--- config.mk ---
export PLATFORM = sky130hd
export DESIGN_NAME = icache_ctrl_flat
export DESIGN_NICKNAME = d
export VERILOG_FILES = /design/src/rtl/icache_pkg.sv /design/src/rtl/icache_if.sv /design/src/rtl/icache_array.sv /design/src/rtl/icache_ctrl.sv /design/src/flat_wrapper.sv
export SDC_FILE = /design/constraint.sdc
export NUM_CORES = 1
export LEC_CHECK = 0
export BUFFER_PORTS_ARGS = -buffer_cell sky130_fd_sc_hd__buf_4
export CORE_MARGIN = 2
export CORE_UTILIZATION = 55
export DETAILED_ROUTE_END_ITERATION = 8
export GPL_TIMING_DRIVEN = 0
export PLACE_DENSITY_LB_ADDON = 0.15
export SETUP_SLACK_MARGIN = 0.02
export SLEW_MARGIN = 20
export SYNTH_ARGS = -nofsm -noshare
export SYNTH_HDL_FRONTEND = slang
export SYNTH_SLANG_ARGS = --single-unit
--- constraint.sdc ---
create_clock -name clk -period 6.8 [get_ports clk]
set_input_delay 0.68 -clock clk [delete_from_list [all_inputs] [get_ports clk]]
set_output_delay 0.68 -clock clk [all_outputs]
set_load 0.01 [all_outputs]
--- src/rtl/icache_pkg.sv ---
// icache_pkg: shared widths, FSM state type and bubble instruction for the instruction cache.
// Address split: offset [1:0], index [OFF_W+IDX_W-1:OFF_W], tag [15:OFF_W+IDX_W].
package icache_pkg;
  localparam int LINES_DEF = 8;
  localparam int OFF_W = 2;
  localparam int IDX_W = $clog2(LINES_DEF);
  localparam int TAG_W = 16 - OFF_W - IDX_W;
  localparam logic [15:0] NOP_INSTR = 16'h0000;
  typedef enum logic {IDLE, FETCH} state_t;
endpackage

--- src/rtl/icache_if.sv ---
// icache_if: line-fill bus between the cache (master) and backing memory (slave).
// mem_re/mem_addr: line read request and 14-bit line address.
// mem_rdy/mem_rd_data: one-cycle response pulse carrying the whole 64-bit line.
interface icache_if;
  logic        mem_re;
  logic [13:0] mem_addr;
  logic        mem_rdy;
  logic [63:0] mem_rd_data;
  modport master (output mem_re, mem_addr, input mem_rdy, mem_rd_data);
  modport slave (input mem_re, mem_addr, output mem_rdy, mem_rd_data);
endinterface

--- src/rtl/icache_array.sv ---
// icache_array: valid/tag/data storage for a direct-mapped cache.
// Read port: rd_idx/rd_off -> rd_valid, rd_tag, rd_word (combinational).
// Write port: we writes wr_tag/wr_line at wr_idx and sets valid to wr_valid.
// flush clears every valid bit; a same-cycle write may still set its own line.
module icache_array
  import icache_pkg::*;
#(
  parameter int LINES = 8,
  parameter int WORDS = 4,
  localparam int IW = $clog2(LINES),
  localparam int TW = 16 - OFF_W - IW
) (
  input  logic               clk,
  input  logic               rst_n,
  input  logic               flush,
  input  logic [IW-1:0]      rd_idx,
  input  logic [OFF_W-1:0]   rd_off,
  output logic               rd_valid,
  output logic [TW-1:0]      rd_tag,
  output logic [15:0]        rd_word,
  input  logic               we,
  input  logic [IW-1:0]      wr_idx,
  input  logic [TW-1:0]      wr_tag,
  input  logic               wr_valid,
  input  logic [WORDS*16-1:0] wr_line
);
  logic [LINES-1:0]    valid_q, valid_d;
  logic [TW-1:0]       tag_q [LINES];
  logic [WORDS*16-1:0] data_q [LINES];
  always_comb begin
    valid_d = flush ? '0 : valid_q;
    if (we) valid_d[wr_idx] = wr_valid;
  end
  always_ff @(posedge clk or negedge rst_n)
    if (!rst_n) valid_q <= '0;
    else valid_q <= valid_d;
  // Tag and data need no reset: they are only observed behind a valid bit.
  always_ff @(posedge clk)
    if (we) begin
      tag_q[wr_idx]  <= wr_tag;
      data_q[wr_idx] <= wr_line;
    end
  assign rd_valid = valid_q[rd_idx];
  assign rd_tag   = tag_q[rd_idx];
  assign rd_word  = data_q[rd_idx][{rd_off, 4'b0000} +: 16];
endmodule

--- src/rtl/icache_ctrl.sv ---
// icache_ctrl: direct-mapped instruction cache controller on the fetch path.
// Fetch side: addr/rd_en/flush in, instr (0 on bubble) and stall out.
// Memory side: mem (icache_if master) fetches whole lines on a miss.
// Stats: hit_cnt/miss_cnt saturating 16-bit counters.
module icache_ctrl
  import icache_pkg::*;
#(
  parameter int LINES = 8,
  parameter int WORDS = 4
) (
  input  logic        clk,
  input  logic        rst_n,
  input  logic [15:0] addr,
  input  logic        rd_en,
  input  logic        flush,
  output logic [15:0] instr,
  output logic        stall,
  icache_if.master    mem,
  output logic [15:0] hit_cnt,
  output logic [15:0] miss_cnt
);
  localparam int IW = $clog2(LINES);
  localparam int TW = 16 - OFF_W - IW;
  state_t      state_q, state_d;
  logic [13:0] line_q, line_d;
  logic        discard_q, discard_d;
  logic [15:0] hit_cnt_q, hit_cnt_d, miss_cnt_q, miss_cnt_d;
  logic        rd_valid, hit, we, wr_valid;
  logic [TW-1:0] rd_tag;
  logic [15:0] rd_word;
  icache_array #(.LINES(LINES), .WORDS(WORDS)) u_array (
    .clk      (clk),
    .rst_n    (rst_n),
    .flush    (flush),
    .rd_idx   (addr[OFF_W +: IW]),
    .rd_off   (addr[OFF_W-1:0]),
    .rd_valid (rd_valid),
    .rd_tag   (rd_tag),
    .rd_word  (rd_word),
    .we       (we),
    .wr_idx   (line_q[IW-1:0]),
    .wr_tag   (line_q[13 -: TW]),
    .wr_valid (wr_valid),
    .wr_line  (mem.mem_rd_data)
  );
  assign hit = rd_en & rd_valid & (rd_tag == addr[15 -: TW]);
  always_comb begin
    state_d    = state_q;
    line_d     = line_q;
    discard_d  = discard_q;
    hit_cnt_d  = hit_cnt_q;
    miss_cnt_d = miss_cnt_q;
    we         = 1'b0;
    wr_valid   = 1'b0;
    if (state_q == IDLE) begin
      hit_cnt_d = (hit && hit_cnt_q != 16'hFFFF) ? hit_cnt_q + 16'd1 : hit_cnt_q;
      // A same-cycle flush suppresses the miss; the fetch re-misses next cycle.
      if (rd_en && !hit && !flush) begin
        state_d    = FETCH;
        line_d     = addr[15:2];
        discard_d  = 1'b0;
        miss_cnt_d = (miss_cnt_q != 16'hFFFF) ? miss_cnt_q + 16'd1 : miss_cnt_q;
      end
    end else begin
      // A flush during the fill poisons it: data lands but the line stays invalid.
      discard_d = discard_q | flush;
      if (mem.mem_rdy) begin
        we       = 1'b1;
        wr_valid = ~(discard_q | flush);
        state_d  = IDLE;
      end
    end
  end
  always_ff @(posedge clk or negedge rst_n)
    if (!rst_n) begin
      state_q    <= IDLE;
      line_q     <= '0;
      discard_q  <= 1'b0;
      hit_cnt_q  <= '0;
      miss_cnt_q <= '0;
    end else begin
      state_q    <= state_d;
      line_q     <= line_d;
      discard_q  <= discard_d;
      hit_cnt_q  <= hit_cnt_d;
      miss_cnt_q <= miss_cnt_d;
    end
  assign stall        = (state_q == FETCH) | (rd_en & ~hit);
  assign instr        = (rd_en & ~stall) ? rd_word : NOP_INSTR;
  assign mem.mem_re   = state_q == FETCH;
  assign mem.mem_addr = line_q;
  assign hit_cnt      = hit_cnt_q;
  assign miss_cnt     = miss_cnt_q;
endmodule

--- src/flat_wrapper.sv ---
// flat-port wrapper written by rule: the top's interface ports become plain ports
module icache_ctrl_flat import icache_pkg::*;
#(
  parameter int LINES = 8,
  parameter int WORDS = 4
)
  (clk, rst_n, addr, rd_en, flush, instr, stall, hit_cnt, miss_cnt, mem_mem_re, mem_mem_addr, mem_mem_rdy, mem_mem_rd_data);
  icache_if mem_i ();
  input  logic clk;
  input  logic rst_n;
  input  logic [15:0] addr;
  input  logic rd_en;
  input  logic flush;
  output logic [15:0] instr;
  output logic stall;
  output logic [15:0] hit_cnt;
  output logic [15:0] miss_cnt;
  output wire logic [$bits(mem_i.mem_re)-1:0] mem_mem_re;
  output wire logic [$bits(mem_i.mem_addr)-1:0] mem_mem_addr;
  input wire logic [$bits(mem_i.mem_rdy)-1:0] mem_mem_rdy;
  input wire logic [$bits(mem_i.mem_rd_data)-1:0] mem_mem_rd_data;
  assign mem_mem_re = mem_i.mem_re;
  assign mem_mem_addr = mem_i.mem_addr;
  assign mem_i.mem_rdy = mem_mem_rdy;
  assign mem_i.mem_rd_data = mem_mem_rd_data;
  icache_ctrl #(.LINES(LINES), .WORDS(WORDS)) u_core (.clk(clk), .rst_n(rst_n), .addr(addr), .rd_en(rd_en), .flush(flush), .instr(instr), .stall(stall), .mem(mem_i), .hit_cnt(hit_cnt), .miss_cnt(miss_cnt));
endmodule
# [Word level (Yosys, flattened, before mapping)]
# Memories as Yosys holds them, arrays and structs flattened.
# Index checks and enable logic that the tools add are counted.
[op_classes] addsub=2 n_lt_le_gt_ge=3 eq_ne=3 n_shift=1 muxes=19 bitwise_logic=10 reduce_logical=10
[op_table] operator="$shiftx A64 B7 Y16" n=1
[op_table] operator="$add A16 B1 Y16 const B" n=2
[op_table] operator="$ne A16 B16 Y1 const B" n=2
[op_table] operator="$mux W16" n=1
[op_table] operator="$mux W8" n=2
[op_table] operator="$mux W1" n=13
[op_table] operator="$eq A11 B11 Y1" n=1
[op_table] operator="$bwmux W8" n=1
[op_table] operator="$lt A3 B4 Y1 const B" n=2
[op_table] operator="$and A1 B1 Y1" n=4
[op_table] operator="$logic_and A1 B1 Y1" n=4
[op_table] operator="$not A1 Y1" n=4
[op_table] operator="$reduce_and A2 Y1" n=2
[op_table] operator="$bmux W1 S3" n=1
[op_table] operator="$demux W1 S3" n=1
[op_table] operator="$ge A3 B1 Y1 const B" n=1
[op_table] operator="$reduce_and A3 Y1" n=1
[op_table] operator="$logic_not A1 Y1" n=2
[op_table] operator="$or A1 B1 Y1" n=2
[op_table] operator="$reduce_bool A2 Y1" n=1
[totals] register_bits=56 mem_bits_rw=600 inputBits=85 output_inout_bits=64 elab_cells=56 mem_count=2
[mem_list] name="u_core.u_array.data_q" depth=8 word_bits=64 rd=1 rd_clocked_by_memory_dff=0 wr=1 line_no="icache_array.sv:29" text="logic [WORDS*16-1:0] data_q [LINES];"
[mem_list] name="u_core.u_array.tag_q" depth=8 word_bits=11 rd=1 rd_clocked_by_memory_dff=0 wr=1 line_no="icache_array.sv:28" text="logic [TW-1:0] tag_q [LINES];"

# [Logic depth before layout (Yosys ltp)]
[logic_depth] depth_word=10 depth_mapped=11 depth_no_buf=8

# [By module]
# From an unflattened synthesis, not the netlist that was laid out.
[unflattened] hier_cells=1491 hier_area_um2=26192.6
[modules_own_cells] mod="icache_array" instances=1 cells_each=1258 area_per_inst_um2=23663.9 seq_area_each_um2=18217.5
[modules_own_cells] mod="icache_ctrl" instances=1 cells_each=233 area_per_inst_um2=2528.7 seq_area_each_um2=1201.2

# [Least setup slack after synthesis]
# Ideal clock, no wire load.
[synth_timing] path_kind="register to register" start="register u_core.state_q (netlist: u_core.mem.mem_re)" end="register u_core.u_array.valid_q[1]" setup_time_ns=0.378 arrival_ns=6.378 required_ns=6.422 path_slack_ns=0.044 path_stages_with_launch=5 path_buffers=1 synth_period_minus_slack_ns=6.756 path_cell_list="dfrtp_1 -> clkbuf_1 -> nand3_1 -> nor3_1 -> a211oi_1"
[synth_between] elab_chain_cells=3 word_cells_on_any_way=4 cone_classes="mux: 4"
[synth_rtl] item="start: declaration" line_no="icache_ctrl.sv:24" text="state_t state_q, state_d;"
[synth_rtl] item="start signal: assignment" line_no="icache_ctrl.sv:82" text="state_q <= state_d;"
[synth_rtl] item="$mux W1" line_no="icache_ctrl.sv:55" text="if (state_q == IDLE) begin"
[synth_rtl] item="$bwmux W8" line_no="icache_array.sv:32" text="if (we) valid_d[wr_idx] = wr_valid;"
[synth_rtl] item="$mux W8 *" line_no="icache_array.sv:32"
[synth_rtl] item="named net u_core.u_array.valid_d[1]" line_no="icache_array.sv:27" text="logic [LINES-1:0] valid_q, valid_d;"
[synth_rtl] item="end signal: assignment" line_no="icache_array.sv:36" text="else valid_q <= valid_d;"
[synth_rtl] item="end: declaration" line_no="icache_array.sv:27"
# Mark *: on every way through the listed nets, which the timed path passes. The rest lies on a longest branch.
# A chain may end at the register's enable or synchronous reset.

# [Final worst setup path]
[layout_timing] start="input addr[2]" end="output instr[13]"
[layout_between] elab_chain_cells=10 word_cells_on_any_way=14 cone_classes="eq/ne: 1; shift: 1; mux: 3; bitwise: 7; memory: 2"
[layout_rtl] item="start: declaration" line_no="flat_wrapper.sv:11" text="input logic [15:0] addr;"
[layout_rtl] item="branches (longest 9 deep; another with $mem_v2 Z8 W11)"
[layout_rtl] item="$mux W16 *" line_no="icache_ctrl.sv:89" text="assign instr = (rd_en & ~stall) ? rd_word : NOP_INSTR;"
[layout_rtl] item="end: declaration" line_no="flat_wrapper.sv:14" text="output logic [15:0] instr;"
# Mark *: on every way between the ends. The select of a mux whose other input is x is not followed.

==> results.sh <==
export IMPL_synth_top_family_by_area="multiplexers"
export IMPL_grt_max_degree=57
export IMPL_wl_per_cell_um=27.8
export IMPL_synthCells=1140
export IMPL_ctsHoldBuffers=0
export IMPL_synth_top_area_share_pct=70.9
export IMPL_final_common_cell="edfxtp_1"
export IMPL_irDropWorstVdd_v=0.000268
export IMPL_synth_fa_ha_area_share_pct=0.0984
export IMPL_drive_gt1_share_pct=35.6
export IMPL_root_buffer="clkbuf_16"
export IMPL_synthXorXnorAreaFrac_pct=1.24
export IMPL_num_rows=78
export IMPL_post_route_util_pct=66.4
export IMPL_final_cell_mix="600 x edfxtp_1, 174 x mux4_2, 165 x buf_4"
export IMPL_io_pin_count=149
export IMPL_synth_distinct_cells=40
export IMPL_r2r_start="u_core.u_array.tag_q[7][2]$_DFFE_PP_"
export IMPL_post_route_min_period_ns=4.97
export IMPL_required_ns=6.12
export IMPL_leakage_nw=10.2
export IMPL_via_count=12600
export IMPL_synth_edf_count=600
export IMPL_cts_htree_levels=3
export IMPL_dpl_worst_slack_ns=1.65
export IMPL_grt_pass1_vias=12800
export IMPL_yosysSeqAreaShare_pct=76.4
export IMPL_synth_mux_area_share_pct=17.9
export IMPL_slew_violations=0
export IMPL_drcViolationCount=0
export IMPL_synth_flop_cell="edfxtp_1"
export IMPL_die_w_um=219
export IMPL_start_kind="primary input"
export IMPL_antenna_left=0
export IMPL_grt_overflow=0
export IMPL_cts_sinks=656
export IMPL_viasPerCell=6.13
export IMPL_finalCritPeriodShare_pct=73.1
export IMPL_relSlewSlack_pct=24.4
export IMPL_total_power_w=0.00879
export IMPL_synth_seq_cells=656
export IMPL_r2r_end="u_core.hit_cnt[1]$_DFFE_PN0P_"
export IMPL_fin_skew_ns=0.0216
export IMPL_track_usage_pct=24.7
export IMPL_worstRegToRegCells=7
export IMPL_powerDensity_nw_per_um2=291
export IMPL_crit_path_end_kind="output pin"
export IMPL_clk_pin_slew_worst_paths_ns=0.06
export IMPL_area_delta_synth_final_pct=18.7
export IMPL_ctsLongestPathBuffers=3
export IMPL_hpwl_mm=37.0
export IMPL_cts_resized=0
export IMPL_dieArea_um2=48000
export IMPL_yosys_top_cells_area="edfxtp_1 71%, mux4_2 15%, dfrtp_1 5.5%"
export IMPL_syn_avg_cell_area_um2=22.3
export IMPL_synth_compound_area_share_pct=0.763
export IMPL_finalSetupViolCount=0
export IMPL_run_status="finished clean"
export IMPL_start_util_pct=55.9
export IMPL_yosysWarnings=0
export IMPL_synth_nets=1227
export IMPL_antenna_found_initial=5
export IMPL_drt_wl_total_mm=57.2
export IMPL_hold_path_class="in2async"
export IMPL_maxCapViolations=0
export IMPL_fp_dieH_um=219
export IMPL_synthArstFlopShare_pct=8.54
export IMPL_clk_insertion_delay_late_ns=0.61
export IMPL_gp_congestion=0.770
export IMPL_cts_tree="built"
export IMPL_finalHoldViolCount=0
export IMPL_fin_ws_ns=1.83
export IMPL_synth_simple_gate_area_share_pct=2.78
export IMPL_drt_iter0_drc=1195
export IMPL_max_freq_mhz=201
export IMPL_tightest_slew_ns=1.13
export IMPL_postCtsSetupBuffers=0
export IMPL_numCtsBuffers=67
export IMPL_io_buffers=144
export IMPL_dr_pass1_iters=7
export IMPL_grt_pass1_wl_mm=84.1
export IMPL_rrSetupSlack_ns=3.64
export IMPL_synthesis_area_um2=25400
export IMPL_rsz0062_at_grt="false"
export IMPL_nets=1491
export IMPL_cp_arrival_ns=4.29
export IMPL_synth_top_area_cell="edfxtp_1"
export IMPL_path_class="in2out"
export IMPL_cp_max_fo=10
export IMPL_core_um2=45500
critical path, stage by stage:
cell      delay [ns]
buf_2           0.21
buf_2           0.38
clkbuf_1        0.46
buf_1           0.82
mux4_2          0.62
mux4_2          0.54
mux2i_1         0.32
nor2_1          0.07
buf_4           0.16
kinds of logic after synthesis:
kind of cell,Yosys count
flip-flops,656
adder cells (fa/ha/maj),2
XOR/XNOR,36
AO/OA/AOI/OAI,28
multiplexers,233
AND/OR/NAND/NOR,130
buffers and inverters,55
worst max path at each step:
stage                           startpoint                             endpoint  slack (ns)
4_1_cts                            addr[2]                            instr[13]        1.65
5_1_grt                            addr[4]                             instr[6]        1.57
3_3_place_gp                   mem_mem_rdy  u_core.u_array.valid_q[0]$_DFF_PN0_       -6.12
6_report                           addr[2]                            instr[13]        1.83
3_5_place_dp                       addr[2]                            instr[13]        1.65
2_1_floorplan  u_core.mem.mem_re$_DFF_PN0_  u_core.u_array.valid_q[1]$_DFF_PN0_        0.04
power breakdown:
group	internal (W)	leakage (nW)	switching, W
combinational	0.000301	3.08	0.000354
clock	0.00198	1.01	0.00149
sequential	0.00457	6.15	0.0000862
per-layer routing:
metal	vias to the layer above	global-route usage [%]	wire length, um	share of wire, %
li1	5320	-	-	-
met1	6698	35.8	23600	41
met2	514	39.2	28200	49
met3	87	5.23	4230	7.4
met4	6	6.04	1090	1.9
met5	-	0	42	0.073
synthesized netlist by cell type, types with 3 or more instances:
| cell type | n |
|---|---|
| dfrtp_1 | 56 |
| clkbuf_1 | 30 |
| and3_1 | 16 |
| and2_1 | 4 |
| nand2_1 | 17 |
| mux2_2 | 24 |
| xnor2_1 | 26 |
| nand4_1 | 11 |
| buf_2 | 6 |
| and4_1 | 8 |
| nand3_1 | 14 |
| buf_1 | 14 |
| mux2i_1 | 35 |
| a22o_1 | 3 |
| edfxtp_1 | 600 |
| o21ai_0 | 3 |
| mux4_2 | 174 |
| a211oi_1 | 8 |
| a21oi_1 | 4 |
| nand2b_1 | 4 |
| xor2_1 | 10 |
| nor2b_1 | 4 |
| o22ai_1 | 5 |
| nor3_1 | 5 |
| nor2_1 | 36 |
flip-flops by register name, indices dropped and copies added, names as in the netlist:
| name | count |
|---|---|
| u_core.u_array.data_q | 512 |
| u_core.u_array.tag_q | 88 |
| u_core.hit_cnt | 16 |
| u_core.miss_cnt | 16 |
| u_core.mem.mem_addr | 14 |
| u_core.u_array.valid_q | 8 |
| u_core.discard_q | 1 |
| u_core.mem.mem_re | 1 |
per-stage QoR:
step / area [um2] / setup TNS [ns] / std cells / hold WS (ns)
after floorplan: 25400 / 0 / 1140 / 0.384
after global placement: 27300 / -1500.65 / 1884 / 0.479
after detailed placement: 28100 / 0 / 1935 / 0.482
after CTS: 30200 / 0 / 2056 / 0.150
after global routing: 30200 / 0 / 2057 / 0.194
final: 30200 / 0 / 2058 / 0.144
area by class of cell:
cell class | count | area [um2]
timing repair buffer | 195 | 1880
multi-input combinational | 429 | 5840
tap | 600 | 751
buffer | 53 | 238
fill | 3005 | 15300
inverter | 2 | 7.51
antenna | 2 | 5.00
sequential | 656 | 19400
clock buffer | 87 | 1790
clock inverter | 34 | 263
Note: power is estimated with default switching activity, not from simulation.
